[config.mk]
export PLATFORM = sky130hd
export DESIGN_NAME = xnor_parity_tx
export DESIGN_NICKNAME = d
export VERILOG_FILES = /design/src/rtl/xnor_parity_tx_pkg.sv /design/src/rtl/xnor_parity_tx_acc.sv /design/src/rtl/xnor_parity_tx.sv
export SDC_FILE = /design/constraint.sdc
export NUM_CORES = 1
export LEC_CHECK = 0
export ABC_AREA = 1
export ABC_CLOCK_PERIOD_IN_PS = 1750
export CAP_MARGIN = 20
export CELL_PAD_IN_SITES_DETAIL_PLACEMENT = 1
export CELL_PAD_IN_SITES_GLOBAL_PLACEMENT = 2
export CORE_ASPECT_RATIO = 0.6
export CORE_MARGIN = 8
export CORE_UTILIZATION = 31
export CTS_CLUSTER_SIZE = 25
export DETAILED_ROUTE_END_ITERATION = 10
export GPL_ROUTABILITY_DRIVEN = 0
export GPL_TIMING_DRIVEN = 0
export PLACE_DENSITY_LB_ADDON = 0.25
export SYNTH_ARGS = -nofsm -noshare
export SYNTH_HDL_FRONTEND = slang
export SYNTH_SLANG_ARGS = --single-unit
[constraint.sdc]
create_clock -name clk -period 1.75 [get_ports clk]
set_input_delay 0.525 -clock clk [delete_from_list [all_inputs] [get_ports clk]]
set_output_delay 0.525 -clock clk [all_outputs]
set_load 0.005 [all_outputs]
[src/rtl/xnor_parity_tx_pkg.sv]
// Shared definitions for the equivalence/parity serial link: frame states,
// line levels and a reference parity function for the transmitter and the checker.
package xnor_parity_tx_pkg;

  typedef enum logic [1:0] {
    IDLE,
    START,
    DATA,
    PARITY
  } tx_state_t;

  localparam logic START_BIT  = 1'b0;
  localparam logic IDLE_LEVEL = 1'b1;

  // odd=1 gives the XNOR-reduce of the low `width` bits, odd=0 the XOR-reduce.
  function automatic logic ref_parity(input logic [31:0] data,
                                      input int unsigned width,
                                      input logic        odd);
    logic        p;
    logic [31:0] d;
    p = odd;
    d = data;
    for (int unsigned i = 0; i < width; i++) begin
      p = p ^ d[0];
      d = d >> 1;
    end
    return p;
  endfunction

endpackage

[src/rtl/xnor_parity_tx_acc.sv]
// One-bit parity accumulator: load seeds it with the parity sense, enable folds in
// one data bit. Shared by the transmitter and the receiving equivalence checker.
module xnor_parity_acc #(
  parameter int unsigned ODD_PARITY = 1
) (
  input  logic clk,
  input  logic rst,
  input  logic i_load,
  input  logic i_en,
  input  logic i_bit,
  output logic o_acc
);

  localparam logic LOAD_VAL = (ODD_PARITY != 0);

  logic r_acc;

  always_ff @(posedge clk or posedge rst) begin
    if (rst) begin
      r_acc <= 1'b0;
    end else if (i_load) begin
      r_acc <= LOAD_VAL;
    end else if (i_en) begin
      r_acc <= r_acc ^ i_bit;
    end
  end

  assign o_acc = r_acc;

endmodule

[src/rtl/xnor_parity_tx.sv]
// Serial transmitter: accepts a parallel word and sends start bit, DATA_W data bits
// LSB-first and a parity bit over a valid/ready serial beat interface.
module xnor_parity_tx
  import xnor_parity_tx_pkg::*;
#(
  parameter int unsigned DATA_W     = 8,
  parameter int unsigned ODD_PARITY = 1
) (
  input  logic              clk,
  input  logic              rst,
  input  logic [DATA_W-1:0] data_in,
  input  logic              valid_in,
  output logic              ready_out,
  output logic              tx_bit,
  output logic              tx_valid,
  input  logic              tx_ready,
  output logic              tx_last,
  output logic              busy
);

  localparam int unsigned      CNT_W    = $clog2(DATA_W + 1);
  localparam logic [CNT_W-1:0] LAST_IDX = CNT_W'(DATA_W - 1);

  tx_state_t         r_state;
  logic [DATA_W-1:0] r_shreg;
  logic [CNT_W-1:0]  r_cnt;
  logic              r_ready;
  logic              r_tx_bit;
  logic              r_tx_valid;
  logic              r_tx_last;
  logic              r_busy;

  logic w_accept;
  logic w_beat;
  logic w_acc;
  logic w_acc_next;

  assign w_accept   = valid_in && r_ready;
  assign w_beat     = r_tx_valid && tx_ready;
  assign w_acc_next = w_acc ^ r_shreg[0];

  xnor_parity_acc #(
    .ODD_PARITY(ODD_PARITY)
  ) u_acc (
    .clk   (clk),
    .rst   (rst),
    .i_load(w_accept),
    .i_en  (w_beat && (r_state == DATA)),
    .i_bit (r_shreg[0]),
    .o_acc (w_acc)
  );

  always_ff @(posedge clk or posedge rst) begin
    if (rst) begin
      r_state    <= IDLE;
      r_shreg    <= '0;
      r_cnt      <= '0;
      r_ready    <= 1'b1;
      r_tx_bit   <= IDLE_LEVEL;
      r_tx_valid <= 1'b0;
      r_tx_last  <= 1'b0;
      r_busy     <= 1'b0;
    end else begin
      case (r_state)
        IDLE: begin
          if (w_accept) begin
            r_state    <= START;
            r_shreg    <= data_in;
            r_cnt      <= '0;
            r_ready    <= 1'b0;
            r_tx_bit   <= START_BIT;
            r_tx_valid <= 1'b1;
            r_busy     <= 1'b1;
          end
        end
        START: begin
          if (w_beat) begin
            r_state  <= DATA;
            r_tx_bit <= r_shreg[0];
          end
        end
        DATA: begin
          if (w_beat) begin
            r_shreg <= {1'b0, r_shreg[DATA_W-1:1]};
            r_cnt   <= r_cnt + 1'b1;
            // The parity bit is registered from the accumulator's next value so it
            // is on the line the cycle after the final data beat.
            if (r_cnt == LAST_IDX) begin
              r_state   <= PARITY;
              r_tx_bit  <= w_acc_next;
              r_tx_last <= 1'b1;
            end else begin
              r_tx_bit <= r_shreg[1];
            end
          end
        end
        PARITY: begin
          if (w_beat) begin
            r_state    <= IDLE;
            r_ready    <= 1'b1;
            r_tx_bit   <= IDLE_LEVEL;
            r_tx_valid <= 1'b0;
            r_tx_last  <= 1'b0;
            r_busy     <= 1'b0;
          end
        end
        default: begin
          r_state <= IDLE;
        end
      endcase
    end
  end

  assign ready_out = r_ready;
  assign tx_bit    = r_tx_bit;
  assign tx_valid  = r_tx_valid;
  assign tx_last   = r_tx_last;
  assign busy      = r_busy;

endmodule

---- After elaboration in Yosys (flattened, before gate mapping) ----
Index checks and enable logic that the tools add are counted.
storage, ports and cells
  input port bits ......................... 12
  logic and storage cells ................. 59
  register bits ........................... 19
  output and inout port bits .............. 5
cells by class
  multiplexer cells ....................... 27
  reductions and logical operators ........ 13
  add/sub/neg operators ................... 1
  bitwise operators ....................... 1
  eq/ne operators ......................... 9
operators by type and width
  kind                   count
  $mux W8                2
  $pmux W8 S2            1
  $mux W1                11
  $mux W2                5
  $mux W4                2
  $pmux W2 S4            1
  $pmux W4 S2            1
  $reduce_and A4 Y1      2
  $reduce_bool A2 Y1     4
  $ne A2 B2 Y1 const B   3
  $pmux W1 S2            3
  $reduce_and A3 Y1      2
  $reduce_and A5 Y1      1
  $add A4 B1 Y4 const B  1
  $eq A2 B2 Y1 const B   2
  $eq A4 B3 Y1 const B   1
  $ne A2 B1 Y1 const B   2
  $pmux W1 S4            1
  $logic_and A1 B1 Y1    3
  $eq A2 B1 Y1 const B   1
  $logic_not A2 Y1       1
  $xor A1 B1 Y1          1

---- Logic depth before layout (Yosys ltp) ----
  depth after elaboration ................. 4
  gate-level depth with buffers ........... 12
  depth with buffers taken out ............ 10

---- By module ----
Synthesis repeated with hierarchy kept, for this count alone.
second synthesis, totals
  cells, all modules ...................... 145
  area total of the unflattened synthesis .. 1121.1 µm²
by module, submodules not included
  module           sequential area each (µm²)  times used  cells an instance  area an instance (µm²)
  xnor_parity_tx   452.9                       1           137                1067.3
  xnor_parity_acc  25.0                        1           8                  53.8

---- Worst setup path before layout ----
OpenSTA, ideal clock, no wires.
  path kind ............................... flip-flop to flip-flop
  start point ............................. register r_state[0]
  end point ............................... register r_shreg[1]
  stages on the path, launching flop included .. 13
  arrival ................................. 1.385 ns
  buffers on the path ..................... 2
  slack ................................... 0.247 ns
  cell sequence ........................... dfrtp_1 inv_1 ha_1 buf_6 inv_6 nor2_8 inv_4 nand2_4 nand2_8 clkinv_4 buf_12 nand2_2 o21ai_2
on the way
  longest elaborated chain between the ends .. 3
  elaborated cells on any way between the ends .. 7
RTL lines
  element                                               line                  RTL
  start: declaration                                    xnor_parity_tx.sv:24  tx_state_t r_state;
  start signal: assignment                              xnor_parity_tx.sv:55  r_state <= IDLE;
  start signal: assignment                              xnor_parity_tx.sv:67  r_state <= START;
  start signal: assignment                              xnor_parity_tx.sv:78  r_state <= DATA;
  $eq A2 B2 Y1 or $logic_not A2 Y1 (tied branches)      xnor_parity_tx.sv:64  case (r_state)
  $ne A2 B2 Y1 (no line), or another cell as far along  -
  $reduce_and A3 Y1 (no line)                           -
  end signal: assignment                                xnor_parity_tx.sv:68  r_shreg <= data_in;
  end signal: assignment                                xnor_parity_tx.sv:84  r_shreg <= {1'b0, r_shreg[DATA_W-1:1]};
  end: declaration                                      xnor_parity_tx.sv:25  logic [DATA_W-1:0] r_shreg;
Parallel ways exist; a longest one is shown, timed or not.
A chain may end at the register's enable or synchronous reset.

---- Worst setup path in the final report ----
  start point ............................. register r_busy (netlist: busy)
  end point ............................... output port busy
RTL lines
  element                   line                   RTL
  start: declaration        xnor_parity_tx.sv:31   logic r_busy;
  start signal: assignment  xnor_parity_tx.sv:62   r_busy <= 1'b0;
  start signal: assignment  xnor_parity_tx.sv:73   r_busy <= 1'b1;
  start signal: assignment  xnor_parity_tx.sv:104  r_busy <= 1'b0;
  end: declaration          xnor_parity_tx.sv:18   output logic busy
No word-level cell between the ends.

==> flow_summary.json <==
{
  "critPathArrivalTime_ps": 1130,
  "final.setup.tns_ps": 0,
  "p_per_area_nw_per_um2": 556,
  "num_antenna_cells": 0,
  "grt_use_total_pct": 9.60,
  "cts_sinks": 19,
  "ioPinCount": 17,
  "synthArstFlopShare_pct": 100,
  "die_area_um2": 5990,
  "synth.distinct_cells": 25,
  "slowest_stage": "clkdlybuf4s50_1",
  "max_cap_viol_count": 0,
  "syn_area_per_cell_um2": 8.30,
  "relSlewSlack_pct": 49.0,
  "end_kind": "output port",
  "vias": 931,
  "drt_iter0_drc": 24,
  "instances_no_fill": 207,
  "die_y_um": 63.3,
  "worstReg2RegStart": "r_state[0]",
  "hpwl_um": 2050,
  "hold_buffers": 0,
  "grt_start_max_net_pins": 20,
  "wl_um": 2640,
  "ctsRootBufferMaster": "clkbuf_8",
  "ys_warn_count": 0,
  "r2r-end": "r_shreg[1]",
  "synth-seq-cells": 19,
  "whs_endpoint": "tx_bit",
  "grt_pass1_vias": 987,
  "coreArea_um2": 3620,
  "drc": 0,
  "syn_nets": 157,
  "htree_levels": 1,
  "rsz0062_at_grt": "no",
  "skew_ps": 1.82,
  "status": "completed",
  "crit_family": "buffers and inverters",
  "slew_viol_final": 0,
  "hold_ws_ps": 466,
  "reg2reg_depth": 12,
  "critPathBufInv": 1,
  "synthFlopType": "dfrtp_1",
  "grt_first_pass_wirelength_um": 4660,
  "reg2reg_slack_ps": 100,
  "max_freq_ghz": 0.605,
  "hold_violations": 0,
  "gr-total-overflow": 0,
  "ant_nets": 0,
  "clockBufferDepth": 2,
  "post-route-min-period_ps": 1650,
  "worstPathMaxFanout": 3,
  "synth_common_cells": "43 x nand2_1, 17 x dfrtp_1, 15 x inv_1, 15 x o21ai_0",
  "nets": 179,
  "clkTransAtPathRegs_ps": 70,
  "yosysSeqAreaShare_pct": 41.4,
  "portBuffers": 16,
  "synth_area_um2": 1150,
  "finalPower_w": 0.000798,
  "drt-pass1-iter-count": 4,
  "cts_tree": "yes",
  "synth_edf_count": 0,
  "p_leak_nw": 0.693,
  "floorplan.initialDensity_pct": 31.9,
  "min_path_type": "reg -> reg",
  "cp-start-kind": "flop",
  "yosys-top-cells-area": "dfrtp_1 37%, nand2_1 14%, ha_1 6.5%, o21ai_0 6.5%, o21ai_2 5.3%",
  "row_count": 17,
  "die_x_um": 94.8,
  "grt_antenna_before_repair": 0,
  "synth_largest_area_cell": "dfrtp_1",
  "placed_cells_incl_taps": 202,
  "critPathKind": "reg -> out",
  "drive_above_1_share_pct": 19.4,
  "fin_util_pct": 39.7,
  "peakVddDrop_mv": 0.271,
  "yosysMostFrequentCell": "nand2_1",
  "syn_inst": 139,
  "worst_path_largest_cell_delay_ps": 510,
  "hold_start": "tx_bit",
  "synth_top_area_share_pct": 36.9,
  "period_share_pct": 94.5,
  "cts_buffers": 3,
  "clock_latency_ps": 260,
  "tightest_slew_ps": 764,
  "required_ps": 1220,
  "crit_chain": "clkdlybuf4s50_1",
  "holdPathStages": 2,
  "areaGrowthSynthToFinish_pct": 24.4,
  "setup_viol": 0,
  "avgRoutedWirePerCell_um": 12.8,
  "viasPerCell": 4.50
}
-- cell families (layout without fill, tap and decap cells) --
| kind of cell | after synthesis | count (layout) | synth area share (%) |
|---|---|---|---|
| adders and majority gates | 6 | 6 | 6.51 |
| buffers and inverters | 22 | 43 | 10.7 |
| AOI/OAI and AO/OA | 25 | 25 | 13.6 |
| and+or+nand+nor | 67 | 67 | 27.8 |
| DFF | 19 | 19 | 41.4 |
-- sequential cells by signal, indices dropped and copies added (netlist names) --
signal       count
busy             1
r_cnt            4
r_shreg          8
r_state          2
ready_out        1
tx_bit           1
tx_last          1
u_acc.o_acc      1
-- final cells by class --
cell class	instances	area [um^2]
fillers	440	2180
multi-input cells	98	562
flip-flops and latches	19	478
repair buffers	17	164
inverters	18	82.6
well taps	47	58.8
plain buffers	4	43.8
clock buffers	3	41.3
clock inverters	1	5.00
-- routing by layer --
layer | wire, um | up-vias | GRT usage (%)
met5 | 0 | - | 0
li1 | - | 484 | -
met1 | 1440 | 431 | 13.6
met3 | 116 | 2 | 2.84
met2 | 1060 | 14 | 13.6
met4 | 19 | 0 | 2.32
-- through the flow --
stage               area (um^2)  setup WS (ps)
finish                     1440           95.8
global route               1440           10.4
CTS                        1420           67.8
detailed placement         1370           -146
global placement           1370           -129
floorplan                  1150            247
-- where the power goes --
part	total [W]	switching, W	internal, W
combinational	0.0000448	0.0000193	0.0000256
sequential	0.000439	0	0.000439
clock	0.000315	0.000156	0.000158
-- how the worst max path moves through the flow --
| stage | cells past startpoint | end | startpoint | slack, ps |
|---|---|---|---|---|
| 6_report | 1 | busy | busy | 100 |
| 5_1_grt | 12 | r_shreg[1] | r_state[0] | 10 |
| 4_1_cts | 12 | r_shreg[1] | r_state[0] | 70 |
| 3_5_place_dp | 8 | r_state[1] | valid_in | -150 |
| 3_3_place_gp | 8 | r_state[1] | valid_in | -130 |
| 2_1_floorplan | 12 | r_shreg[1] | r_state[0] | 250 |
-- cell usage in the layout, fill, tap and decap left out, types with 3 or more instances in the layout --
| master | synthesis | final |
|---|---|---|
| ha_1 | 6 | 6 |
| o21ai_0 | 15 | 14 |
| dfrtp_1 | 17 | 17 |
| o21ai_2 | 7 | 7 |
| dlygate4sd2_1 | 0 | 3 |
| nand2_1 | 43 | 43 |
| clkbuf_8 | 0 | 3 |
| nand2_2 | 5 | 4 |
| nand3_1 | 6 | 5 |
| inv_1 | 15 | 14 |
| nor2_1 | 7 | 7 |
| clkdlybuf4s50_1 | 0 | 13 |
-- timing repair --
action                                  4_1_cts  5_1_grt
gates resized for setup                       3        5
cloned                                        0        0
endpoints found under the setup margin        4        6
pin swaps                                     0        1
setup buffers                                 1        0
No activity file was read; power rests on OpenSTA's default activity.
